**src/rtl/router_pkg.sv**
```systemverilog
// Shared definitions for the 1x3 router: packet-transmitter states, field
// widths and the header packing used by both the transmit and receive sides.
package router_pkg;

  localparam int ADDR_W = 2;
  localparam int LEN_W  = 6;
  localparam logic [ADDR_W-1:0] ADDR_INVALID = 2'b11;

  typedef enum logic [2:0] {
    ST_IDLE,
    ST_LOAD,
    ST_HEADER,
    ST_PAYLOAD,
    ST_PARITY,
    ST_GAP
  } tx_state_e;

  function automatic logic [7:0] pack_header(input logic [ADDR_W-1:0] addr,
                                             input logic [LEN_W-1:0]  len);
    return {len, addr};
  endfunction

endpackage

```
**src/rtl/router_pkt_buf.sv**
```systemverilog
// 64x8 payload buffer: synchronous write, asynchronous read. Contents are
// not reset; every byte is rewritten before it is read for a packet.
module router_pkt_buf
  import router_pkg::*;
(
  input  logic             clock,
  input  logic             we_i,
  input  logic [LEN_W-1:0] waddr_i,
  input  logic [7:0]       wdata_i,
  input  logic [LEN_W-1:0] raddr_i,
  output logic [7:0]       rdata_o
);

  logic [7:0] mem_q [0:(1<<LEN_W)-1];

  always_ff @(posedge clock) begin
    if (we_i) mem_q[waddr_i] <= wdata_i;
  end

  assign rdata_o = mem_q[raddr_i];

endmodule

```
**src/rtl/router_pkt_tx.sv**
```systemverilog
// Router input-side packet transmitter: buffers a payload, then sends
// header, payload and parity contiguously under busy back-pressure.
module router_pkt_tx
  import router_pkg::*;
#(
  parameter int GAP_CYCLES = 2
) (
  input  logic              clock,
  input  logic              reset,
  input  logic              cmd_valid,
  output logic              cmd_ready,
  input  logic [ADDR_W-1:0] cmd_addr,
  input  logic [LEN_W-1:0]  cmd_len,
  input  logic              cmd_bad_parity,
  output logic              cmd_err,
  input  logic              pl_valid,
  input  logic [7:0]        pl_data,
  output logic              pl_ready,
  input  logic              busy,
  output logic              pkt_valid,
  output logic [7:0]        pkt_data,
  output logic              tx_done
);

  localparam logic [3:0] GAP_LAST = 4'(GAP_CYCLES - 1);

  tx_state_e         state_q, state_d;
  logic [ADDR_W-1:0] addr_q, addr_d;
  logic [LEN_W-1:0]  len_q, len_d;
  logic              badp_q, badp_d;
  logic [LEN_W-1:0]  idx_q, idx_d;
  logic [7:0]        par_q, par_d;
  logic [3:0]        gap_q, gap_d;
  logic              pv_q, pv_d;
  logic [7:0]        pd_q, pd_d;
  logic              buf_we;
  logic [7:0]        buf_rdata;
  logic [7:0]        par_out;

  // Read address follows the next index so the registered output is loaded
  // with the byte that will be on the wire after this edge.
  router_pkt_buf u_buf (
    .clock   (clock),
    .we_i    (buf_we),
    .waddr_i (idx_q),
    .wdata_i (pl_data),
    .raddr_i (idx_d),
    .rdata_o (buf_rdata)
  );

  assign par_out = par_q ^ {7'b0, badp_q};

  always_ff @(posedge clock or posedge reset) begin
    if (reset) begin
      state_q <= ST_IDLE;
      addr_q  <= '0;
      len_q   <= '0;
      badp_q  <= 1'b0;
      idx_q   <= '0;
      par_q   <= '0;
      gap_q   <= '0;
      pv_q    <= 1'b0;
      pd_q    <= '0;
    end else begin
      state_q <= state_d;
      addr_q  <= addr_d;
      len_q   <= len_d;
      badp_q  <= badp_d;
      idx_q   <= idx_d;
      par_q   <= par_d;
      gap_q   <= gap_d;
      pv_q    <= pv_d;
      pd_q    <= pd_d;
    end
  end

  always_comb begin
    state_d   = state_q;
    addr_d    = addr_q;
    len_d     = len_q;
    badp_d    = badp_q;
    idx_d     = idx_q;
    par_d     = par_q;
    gap_d     = gap_q;
    pv_d      = pv_q;
    pd_d      = pd_q;
    cmd_ready = 1'b0;
    cmd_err   = 1'b0;
    pl_ready  = 1'b0;
    tx_done   = 1'b0;
    buf_we    = 1'b0;
    case (state_q)
      ST_IDLE: begin
        cmd_ready = 1'b1;
        if (cmd_valid) begin
          if (cmd_addr == ADDR_INVALID) begin
            cmd_err = 1'b1;
          end else begin
            addr_d = cmd_addr;
            len_d  = cmd_len;
            badp_d = cmd_bad_parity;
            idx_d  = '0;
            par_d  = pack_header(cmd_addr, cmd_len);
            if (cmd_len == '0) begin
              state_d = ST_HEADER;
              pv_d    = 1'b1;
              pd_d    = pack_header(cmd_addr, cmd_len);
            end else begin
              state_d = ST_LOAD;
            end
          end
        end
      end
      ST_LOAD: begin
        pl_ready = 1'b1;
        if (pl_valid) begin
          buf_we = 1'b1;
          par_d  = par_q ^ pl_data;
          if (idx_q == len_q - 6'd1) begin
            idx_d   = '0;
            state_d = ST_HEADER;
            pv_d    = 1'b1;
            pd_d    = pack_header(addr_q, len_q);
          end else begin
            idx_d = idx_q + 6'd1;
          end
        end
      end
      ST_HEADER: begin
        if (!busy) begin
          if (len_q == '0) begin
            state_d = ST_PARITY;
            pv_d    = 1'b0;
            pd_d    = par_out;
          end else begin
            state_d = ST_PAYLOAD;
            pd_d    = buf_rdata;
          end
        end
      end
      ST_PAYLOAD: begin
        if (!busy) begin
          if (idx_q == len_q - 6'd1) begin
            state_d = ST_PARITY;
            pv_d    = 1'b0;
            pd_d    = par_out;
          end else begin
            idx_d = idx_q + 6'd1;
            pd_d  = buf_rdata;
          end
        end
      end
      ST_PARITY: begin
        if (!busy) begin
          tx_done = 1'b1;
          pd_d    = '0;
          gap_d   = '0;
          state_d = (GAP_CYCLES == 0) ? ST_IDLE : ST_GAP;
        end
      end
      ST_GAP: begin
        if (gap_q == GAP_LAST) state_d = ST_IDLE;
        else                   gap_d   = gap_q + 4'd1;
      end
      default: state_d = ST_IDLE;
    endcase
  end

  assign pkt_valid = pv_q;
  assign pkt_data  = pd_q;

endmodule

```
**config.mk**
```make
export PLATFORM = sky130hd
export DESIGN_NAME = router_pkt_tx
export DESIGN_NICKNAME = d
export VERILOG_FILES = /design/src/rtl/router_pkg.sv /design/src/rtl/router_pkt_buf.sv /design/src/rtl/router_pkt_tx.sv
export SDC_FILE = /design/constraint.sdc
export NUM_CORES = 1
export LEC_CHECK = 0
export BUFFER_PORTS_ARGS = -buffer_cell sky130_fd_sc_hd__buf_2
export CAP_MARGIN = 20
export CORE_MARGIN = 2
export CORE_UTILIZATION = 65
export DETAILED_ROUTE_END_ITERATION = 8
export PLACE_DENSITY = 0.82
export SYNTH_ARGS = -nofsm -noshare
export SYNTH_HDL_FRONTEND = slang
export SYNTH_SLANG_ARGS = --single-unit
export TNS_END_PERCENT = 5
```
**constraint.sdc**
```tcl
create_clock -name clock -period 10.2 [get_ports clock]
set_input_delay 3.06 -clock clock [delete_from_list [all_inputs] [get_ports clock]]
set_output_delay 3.06 -clock clock [all_outputs]
set_load 0.01 [all_outputs]
```
==> results of run 1 <==
[layer usage]
layer,vias to the layer above,track usage,routed length (um)
li1,6680,-,-
met1,7620,0.465,22300
met2,1301,0.516,28300
met3,263,0.0951,8300
met4,4,0.181,3690
met5,-,0,22
[Yosys cell counts, types with 12 or more instances]
master | n | area share
edfxtp_1 | 512 | 0.66
nand2_1 | 335 | 0.054
nor2_1 | 105 | 0.017
a21oi_1 | 86 | 0.019
nand3_1 | 84 | 0.018
mux2i_1 | 61 | 0.026
o21ai_0 | 48 | 0.010
clkbuf_1 | 45 | 0.0073
dfrtp_1 | 39 | 0.042
buf_2 | 36 | 0.0078
a31oi_1 | 31 | 0.0084
o22ai_1 | 29 | 0.0078
nor3_1 | 25 | 0.0054
a32oi_1 | 21 | 0.0079
a221oi_1 | 20 | 0.0076
and3_1 | 18 | 0.0049
nand2b_1 | 17 | 0.0046
a211oi_1 | 14 | 0.0045
inv_1 | 12 | 0.0019
mux2_2 | 12 | 0.0058
[worst min path at each step]
| stage | startpoint | to | slack [ns] |
|---|---|---|---|
| floorplan | addr_q[0] | addr_q[0] | 0.48 |
| global placement | pkt_valid | pkt_valid | 0.46 |
| detailed placement | pkt_valid | pkt_valid | 0.47 |
| CTS | pkt_valid | pkt_valid | 0.49 |
| global route | pkt_valid | pkt_valid | 0.53 |
| finish | pkt_valid | pkt_valid | 0.48 |
[registers in the layout, indices dropped and copies added, names as in the netlist]
name and cells:
pkt_data 8, par_q 8, idx_q 6, state_q 3, gap_q 4, len_q 6
u_buf.mem_q 512, pkt_valid 1, badp_q 1, addr_q 2
[per-stage QoR]
stage               instance area (um2)  hold WS, ns   util  power, W
floorplan                         23200        0.481      -   0.00440
global placement                  23700        0.461  0.668   0.00510
detailed placement                23700        0.473  0.668   0.00516
CTS                               25400        0.486  0.716   0.00706
global route                      25400        0.535  0.716   0.00738
finish                            25400        0.479  0.716   0.00716
[logic make-up after synthesis]
family,share of synthesized area
muxes,0.0409
adders and majority gates,0.00324
AOI/OAI and AO/OA,0.101
DFF,0.705
xor gates and xnor gates,0.00378
buffers and inverters,0.0228
and+or+nand+nor,0.123
[power breakdown]
| part | switching, W | total [W] | internal (W) |
|---|---|---|---|
| combinational | 0.00180 | 0.00256 | 0.000752 |
| clock | 0.000825 | 0.00193 | 0.00110 |
| sequential | 0.000127 | 0.00268 | 0.00255 |
[area by class of cell]
class | count | area [um2]
clock inverter | 26 | 233
sequential | 551 | 16400
clock buffer | 72 | 1460
fill | 2264 | 10000
timing repair buffer | 56 | 335
antenna | 2 | 5.00
multi-input combinational | 1083 | 6330
inverter | 16 | 65.1
tap | 461 | 577
[critical path, stage by stage]
cell and delay (ns):
buf_2 0.19, nand2b_1 0.12, a211oi_4 0.56, nor2_2 0.15, a21o_1 0.39, a21boi_4 0.30, buf_4 0.45, buf_4 0.79
nand2_1 0.39, a221oi_1 0.35, o21ai_1 0.14, a31oi_1 0.63, a22oi_1 0.21
[placed cells by master, fill, tap and decap left out, types with 6 or more instances in the layout]
cell type,netlist,routed
o21ai_0,48,48
a221oi_1,20,20
inv_1,12,12
a311o_1,6,6
nand2_1,335,335
a31oi_1,31,31
nand3_1,84,84
a32oi_1,21,21
ha_1,6,6
clkinv_2,0,6
nand2b_1,17,17
a211oi_1,14,14
a311oi_1,6,6
xnor2_1,6,6
and3_1,18,18
mux2_2,12,12
a2111oi_0,8,8
nor2_1,105,102
nand4_1,10,10
clkinv_1,0,11
mux2i_1,61,61
o22ai_1,29,29
o311ai_0,7,7
a21oi_1,86,86
clkbuf_16,0,55
mux4_2,9,9
or3_1,10,10
edfxtp_1,512,512
a21o_1,7,7
o31ai_1,9,9
buf_4,5,22
buf_2,36,34
nor3_1,25,25
nor2b_1,6,6
dfrtp_1,39,39
clkbuf_1,45,15
a22oi_1,10,10
==> qor.yml, run 1 <==
run_status:
  status: "complete, no violations"
global_routing:
  grt_first_pass_wirelength_mm: 92.9
  grt_antenna_before_repair: 2
  grt_start_max_net_pins: 81
  grtUsageTotal: 0.344
  grt_pass1_vias: 15129
  grt-ovfl-total: 0
clock_network:
  ctsLongestPathBuffers: 3
  clkLatencyLatePin_ns: 0.61
  cts_post_setup_buffers_inserted: 0
  holdBufCountCts: 0
  h-tree-depth: 2
  cts.clk_slew.worst_paths_ns: 0.06
  cts_tree: "yes"
  cts-root-buf: "clkbuf_16"
  numCtsBuffers: 53
  cts.sinks: 551
  cts_resized: 0
routing:
  ant_nets: 0
  finalWirelength_mm: 62.7
  num_vias: 15868
  first_pass_iters: 6
  wl_per_cell_um: 27.7
  vias_per_cell: 7.00
  drc: 0
  drtIter0Drc: 2635
power:
  max-vdd-ir-drop_uv: 278
  powerDensity_nw_per_um2: 283
  p_leak_nw: 8.34
critical_path:
  arrival_ns: 7.78
  regToRegStartpoint: "idx_q[5]"
  critPathMaxFanout: 80
  path_class: "in -> reg"
  cp-end-kind: "flip-flop"
  crit_path_end: "pkt_data[2]"
  timing.rr.end: "pkt_data[2]"
  critPathLaunch: "pl_valid"
  required_ns: 10.65
  startpoint_type: "input port"
  reg2reg_depth: 15
  reg2reg_slack_ns: 4.26
synthesis:
  ys.flop_type: "edfxtp_1"
  synthCells: 1750
  yosys.cell_types.count: 78
  synth_enable_flop_cells: 512
  ys_warn_count: 0
  synthArstFlopShare: 0.0708
  syn-cell-area_um2: 23200
  syn-num-nets: 1778
  avgSynthCellArea_um2: 13.3
  synth-seq-area-share: 0.705
  ys_seq_elements: 551
timing:
  final.setup.worst_slack_ns: 2.87
  slew_viol_final: 0
  slew_headroom: 0.229
  rsz0062_at_grt: "no"
  setup_tns_ns: 0
  hold_viol: 0
  setup_viol_count_final: 0
  fmax_mhz: 136
  timing.final.crit_share: 0.719
  worstMarginPinSlew_ns: 1.15
  post-route-min-period_ns: 7.33
  finClkSkew_ns: 0.0233
floorplan:
  start_util: 0.655
  dieArea_um2: 37200
  ios: 35
  die-height_um: 193
  design.core.area_um2: 35400
  row_count: 69
  fp.dieW_um: 193
final_layout:
  fin_cells: 2267
  area_growth_syn_to_layout_pct: 9.31
  layout-drive-gt1-share: 0.101
  nets: 1789
place:
  dp_cells: 2167
  routabilityCongestion: 0.953
  hpwl_mm: 36.9
  place_ws_ns: 2.75
  port_buffers: 34
hold_path:
  min_path_cells: 2
  hold_path_class: "reg -> reg"
job:
  maxCapViolations: 0
No activity file was read; power rests on OpenSTA's default activity.
==> run 2: changes to the inputs <==
--- a/config.mk
+++ b/config.mk
@@ -8,9 +8,9 @@
 export BUFFER_PORTS_ARGS = -buffer_cell sky130_fd_sc_hd__buf_2
 export CAP_MARGIN = 20
 export CORE_MARGIN = 2
-export CORE_UTILIZATION = 65
+export CORE_UTILIZATION = 57
 export DETAILED_ROUTE_END_ITERATION = 8
-export PLACE_DENSITY = 0.82
+export PLACE_DENSITY = 0.76
 export SYNTH_ARGS = -nofsm -noshare
 export SYNTH_HDL_FRONTEND = slang
 export SYNTH_SLANG_ARGS = --single-unit
==> constraint.sdc (replaced) <==
create_clock -name clock -period 6.7 [get_ports clock]
set_input_delay 2.01 -clock clock [delete_from_list [all_inputs] [get_ports clock]]
set_output_delay 2.01 -clock clock [all_outputs]
set_load 0.01 [all_outputs]
==> run 2 against run 1 <==
Clock power increased by 61%. Global-route usage decreased by 4.0 points. Wire length increased by 0.99%. First-iteration DRC count decreased by 20%. Flip-flop and latch count unchanged. Clock skew increased by 0.00099 ns. Largest power group unchanged. Highest routed layer unchanged.
==> qor.yml, run 2 (synthesized netlist as in run 1, its figures left out) <==
run_status:
  status: "complete, no violations"
global_routing:
  grt_first_pass_wirelength_mm: 94.3
  grt-ovfl-total: 0
  grt_pass1_vias: 14750
  grt_start_max_net_pins: 121
  grt_antenna_before_repair: 1
  grtUsageTotal: 0.304
job:
  maxCapViolations: 0
final_layout:
  area_growth_syn_to_layout_pct: 10.7
  layout_commonest_cell: "edfxtp_1"
  final_area_um2: 25700
  regMostFlops: "u_buf.mem_q"
  largest_reg_flops: 512
  final_cell_mix: "edfxtp_1, nand2_1, nor2_1, a21oi_1, nand3_1"
  finish.utilization: 0.643
  nets: 1803
  n_antenna_cell: 0
  layout-drive-gt1-share: 0.111
  fillers: 2879
timing:
  finClkSkew_ns: 0.0242
  holdWs_ns: 0.484
  setup_tns_ns: 0
  slew_viol_final: 0
  rsz0062_at_grt: "no"
  hold_viol: 0
  timing.final.crit_share: 0.868
  worstMarginPinSlew_ns: 1.12
  slew_headroom: 0.232
  setup_viol_count_final: 0
  post-route-min-period_ns: 5.81
  fmax_mhz: 172
routing:
  wl_per_cell_um: 27.0
  vias_per_cell: 6.63
  ant_nets: 0
  drc: 0
  finalWirelength_mm: 63.3
  first_pass_iters: 6
  num_vias: 15545
  drtIter0Drc: 2103
clock_network:
  cts.clk_slew.worst_paths_ns: 0.06
  cts_post_setup_buffers_inserted: 0
  clkLatencyLatePin_ns: 0.61
  cts_resized: 0
  ctsLongestPathBuffers: 3
  cts.sinks: 551
  h-tree-depth: 2
  cts_tree: "yes"
  numCtsBuffers: 55
  holdBufCountCts: 0
  cts-root-buf: "clkbuf_16"
critical_path:
  arrival_ns: 6.25
  cpMaxStageDelayCell: "a2111oi_0"
  critPathLaunch: "busy"
  cp_top_family: "compound AO/OA/AOI/OAI gates"
  path_class: "in -> reg"
  critPathMaxStageDelay_ns: 0.96
  critPathMaxFanout: 32
  regToRegStartpoint: "idx_q[5]"
  cp-end-kind: "flip-flop"
  reg2reg_slack_ns: 1.11
  crit_path_cell_trace: "buf_2 -> nand2b_1 -> a211oi_4 -> nor2_2 -> a211oi_1 -> a22o_4 -> inv_2 -> nor3_2 -> nand3_1 -> o2111a_1 -> a2111oi_0 -> a32oi_1"
  path_buf_inv: 2
  required_ns: 7.14
  startpoint_type: "input port"
place:
  port_buffers: 34
  routabilityCongestion: 0.959
  hpwl_mm: 38.7
  dpl_cell_area_um2: 23900
floorplan:
  fp.dieW_um: 206
  ios: 35
  design.core.area_um2: 39900
  die-height_um: 206
  start_util: 0.581
  dieArea_um2: 42300
  row_count: 73
hold_path:
  min_from: "pkt_valid"
  hold_path_class: "reg -> reg"
power:
  max-vdd-ir-drop_uv: 345
  powerDensity_nw_per_um2: 436
  p_leak_nw: 8.48
-- run 2: cell count changes in the layout (fill, tap and decap cells not counted), sizes merged --
cell and change:
clkbuf -4, bufinv +3, clkinvlp +1, buf +12, clkinv +5, diode -2
-- run 2: power breakdown --
group | switching (W) | internal [W] | leakage, nW | total (W)
sequential | 0.000192 | 0.00389 | 5.08 | 0.00408
clock | 0.00130 | 0.00180 | 0.883 | 0.00310
combinational | 0.00278 | 0.00122 | 2.51 | 0.00401
-- run 2: worst paths after layout --
kind                               end  cells after the start
min                          pkt_valid                      2
max reg2reg                pkt_data[0]                     13
min reg2reg                  pkt_valid                      2
max                        pkt_data[0]                     12
min in group asynchronous     gap_q[2]                      3
max in group asynchronous  pkt_data[1]                      3
-- run 2: worst reg2reg max path, delay by kind of cell (launching register included) --
kind,cells,cell delay [ns]
flip-flops,1,0.71
multiplexers,1,0.65
buffers and inverters,2,0.73
AND/OR/NAND/NOR,3,0.89
XOR/XNOR,1,0.21
adder cells (fa/ha/maj),1,0.30
AO/OA/AOI/OAI,5,1.92
-- run 2: final cells by class --
type / count / area [um2] / share of cell area
well taps: 525 / 657 / 0.0256
repair buffers: 68 / 463 / 0.0180
multi-input cells: 1083 / 6330 / 0.247
clock buffers: 68 / 1450 / 0.0563
flip-flops and latches: 551 / 16400 / 0.637
clock inverters: 35 / 363 / 0.0141
inverters: 16 / 65.1 / 0.00253
-- run 2: layer usage --
| layer | wire [um] | global-route usage | vias to the layer above |
|---|---|---|---|
| li1 | - | - | 6703 |
| met1 | 25100 | 0.431 | 7709 |
| met2 | 29000 | 0.470 | 971 |
| met3 | 6850 | 0.0603 | 160 |
| met4 | 2300 | 0.114 | 2 |
| met5 | 13 | 0 | - |
-- run 2: stage by stage --
stage | total power (W) | worst slack, ns | instances
after floorplan | 0.00670 | 1.86 | 1750
after global placement | 0.00796 | 0.541 | 2242
after detailed placement | 0.00802 | 0.398 | 2242
after CTS | 0.0111 | 1.01 | 2345
after global routing | 0.0116 | 0.719 | 2346
final | 0.0112 | 0.886 | 2346
==> run 3: changes to the inputs <==
--- a/config.mk
+++ b/config.mk
@@ -5,13 +5,16 @@
 export SDC_FILE = /design/constraint.sdc
 export NUM_CORES = 1
 export LEC_CHECK = 0
+export ABC_AREA = 1
 export BUFFER_PORTS_ARGS = -buffer_cell sky130_fd_sc_hd__buf_2
 export CAP_MARGIN = 20
+export CELL_PAD_IN_SITES_DETAIL_PLACEMENT = 0
+export CELL_PAD_IN_SITES_GLOBAL_PLACEMENT = 2
 export CORE_MARGIN = 2
-export CORE_UTILIZATION = 57
+export CORE_UTILIZATION = 38
 export DETAILED_ROUTE_END_ITERATION = 8
-export PLACE_DENSITY = 0.76
+export PLACE_DENSITY_LB_ADDON = 0.1
 export SYNTH_ARGS = -nofsm -noshare
 export SYNTH_HDL_FRONTEND = slang
 export SYNTH_SLANG_ARGS = --single-unit
-export TNS_END_PERCENT = 5
+export TNS_END_PERCENT = 10
==> run 3 against run 2 <==
Final cell count is 40% higher. Count of clock-buffer cells in the layout is 8 higher. Non-clock buffer count is 2 lower. Synthesized cell count is 36% higher. Fmax is 20% higher. Highest routed layer is now met4.
==> qor.yml, run 3 <==
synthesis:
  synthCells: 2382
  ys.flop_type: "edfxtp_1"
  ys_seq_elements: 551
  netlist_top_cells_count: "nand2_1, edfxtp_1, nand3_1"
  syn-cell-area_um2: 24800
  synth_enable_flop_cells: 512
  synth_fa_ha_area_frac: 0.00302
  ys_top_cells_by_area: "edfxtp_1, nand2_1, nand3_1"
  synth.most_common_cell: "nand2_1"
  synth-seq-area-share: 0.658
  avgSynthCellArea_um2: 10.4
  netlist.area_leader.share: 0.619
  syn-num-nets: 2410
  synthMuxAreaShare: 0.00207
  synth_top_area_cell: "edfxtp_1"
  synth_compound_area_frac: 0.0585
  yosys.area_share.simple: 0.209
  synth_top_family_by_area: "simple AND/OR/NAND/NOR gates"
  ys_warn_count: 0
  synthArstFlopShare: 0.0708
  yosys.cell_types.count: 41
  synthXorXnorAreaFrac: 0.00423
global_routing:
  grt_first_pass_wirelength_mm: 111
  grt_antenna_before_repair: 4
  grtUsageTotal: 0.224
  grt_start_max_net_pins: 156
  grt_pass1_vias: 16196
  grt-ovfl-total: 0
timing:
  post-route-min-period_ns: 4.85
  timing.final.crit_share: 0.723
  setup_viol_count_final: 0
  slew_viol_final: 0
  fmax_mhz: 206
  finClkSkew_ns: 0.0152
  hold_viol: 0
  slew_headroom: 0.250
  rsz0062_at_grt: "no"
  worstMarginPinSlew_ns: 1.12
  setup_tns_ns: 0
place:
  dpl_cell_area_um2: 25800
  routabilityCongestion: 0.825
  hpwl_mm: 46.2
  dp_cells: 3174
  port_buffers: 34
floorplan:
  row_count: 93
  design.core.area_um2: 64600
  start_util: 0.385
  ios: 35
  fp.dieW_um: 260
  dieArea_um2: 67400
  die-height_um: 260
critical_path:
  arrival_ns: 5.40
  required_ns: 7.25
  critPathMaxFanout: 73
  crit_path_cell_trace: "buf_2 -> inv_1 -> nor2_1 -> nand2_1 -> nand3_1 -> nand2_4 -> nand2_4 -> buf_4 -> nand2_1 -> nand3_1 -> nand2_1 -> nand2_1 -> nand3_1 -> nand3_1 -> nand3_1 -> nand2_1 -> nand2_1 -> nand2_1"
  reg2reg_slack_ns: 1.97
  critPathMaxStageDelay_ns: 0.85
  crit_top_cell: "nand2_1"
  cpMaxStageDelayCell: "nand2_4"
  regToRegStartpoint: "len_q[0]"
  startpoint_type: "input port"
  reg2reg_depth: 27
  path_class: "in -> reg"
  timing.rr.end: "pkt_data[1]"
  path_buf_inv: 3
  cp-end-kind: "flip-flop"
  critPathLaunch: "pl_valid"
  cp_top_family: "simple AND/OR/NAND/NOR gates"
final_layout:
  final_cell_mix: "nand2_1, edfxtp_1, nand3_1, o21ai_0, inv_1"
  seqCellArea_um2: 16400
  largest_reg_flops: 512
  finish.utilization: 0.430
  layout-drive-gt1-share: 0.110
  area_growth_syn_to_layout_pct: 11.9
  final_area_um2: 27800
  fin_cells: 3287
  nets: 2410
  multi_input_area_um2: 6910
  fillers: 6188
  regMostFlops: "u_buf.mem_q"
  layout_commonest_cell: "nand2_1"
  n_antenna_cell: 0
hold_path:
  hold_path_class: "reg -> reg"
  min_from: "badp_q"
  min_delay_worst_endpoint: "badp_q"
  min_path_cells: 1
clock_network:
  cts_tree: "yes"
  holdBufCountCts: 0
  cts.clk_slew.worst_paths_ns: 0.06
  ctsLongestPathBuffers: 3
  cts_resized: 0
  h-tree-depth: 2
  cts_post_setup_buffers_inserted: 0
  numCtsBuffers: 61
  clkLatencyLatePin_ns: 0.63
  cts-root-buf: "clkbuf_16"
  cts.sinks: 551
power:
  powerDensity_nw_per_um2: 497
  max-vdd-ir-drop_uv: 504
  p_leak_nw: 10.6
routing:
  first_pass_iters: 7
  wl_per_cell_um: 22.8
  ant_nets: 0
  vias_per_cell: 5.13
  drtIter0Drc: 1406
  finalWirelength_mm: 74.9
  num_vias: 16847
  drc: 0
run_status:
  status: "complete, no violations"
job:
  maxCapViolations: 0
[run 3: changes by cell type in the layout (fill, tap and decap cells not counted), sizes merged, moves of 26 or more]
cell,previous run,this run
nand3,85,291
or2,3,112
inv,18,264
nand3b,5,61
nand2,335,559
o21ai,55,227
o22ai,29,3
a21oi,87,20
mux2i,61,4
a31oi,31,0
[run 3: through the flow]
step | hold WS, ns | setup slack [ns] | power [W]
final | 0.526 | 1.85 | 0.0138
after floorplan | 0.495 | 2.25 | 0.00836
after global placement | 0.510 | 1.28 | 0.0106
after global routing | 0.563 | 1.54 | 0.0148
after detailed placement | 0.516 | 1.24 | 0.0105
after CTS | 0.529 | 1.90 | 0.0140
[run 3: power by group]
| part | switching (W) | total [W] | internal (W) | leakage, nW |
|---|---|---|---|---|
| logic | 0.00451 | 0.00636 | 0.00185 | 4.52 |
| registers | 0.000137 | 0.00403 | 0.00390 | 5.08 |
| clock network | 0.00138 | 0.00342 | 0.00203 | 0.980 |
[run 3: logic make-up after synthesis]
group / count (synthesis)
AOI/OAI and AO/OA: 271
xor gates and xnor gates: 12
adders and majority gates: 6
buffers and inverters: 395
DFF: 551
muxes: 5
and+or+nand+nor: 1142
[run 3: worst register-to-register path: cells and delay by family, from the launching register on]
kind | cells | cell delay, ns
AOI/OAI and AO/OA | 2 | 0.29
buffers and inverters | 4 | 1.42
adders and majority gates | 2 | 0.62
and+or+nand+nor | 19 | 1.95
DFF | 1 | 0.40
[run 3: worst max path at each step]
stage	end	slack, ns	cells after the start
floorplan	cmd_err	2.25	4
detailed placement	pkt_data[1]	1.24	18
finish	pkt_data[1]	1.85	18
global placement	pkt_data[4]	1.28	18
global route	pkt_data[3]	1.54	27
CTS	pkt_data[1]	1.90	18
[run 3: area by class of cell]
type | count | area share
inverters | 266 | 0.0360
well taps | 855 | 0.0385
clock buffers | 76 | 0.0577
repair buffers | 66 | 0.0162
flip-flops and latches | 551 | 0.588
clock inverters | 37 | 0.0149
multi-input cells | 1436 | 0.249
[run 3: routing by layer]
layer	vias up	part of all wire	global-route usage
li1	8044	-	-
met4	0	0.027	0.0658
met3	105	0.059	0.0337
met2	443	0.46	0.352
met1	8255	0.46	0.321
met5	-	0	0
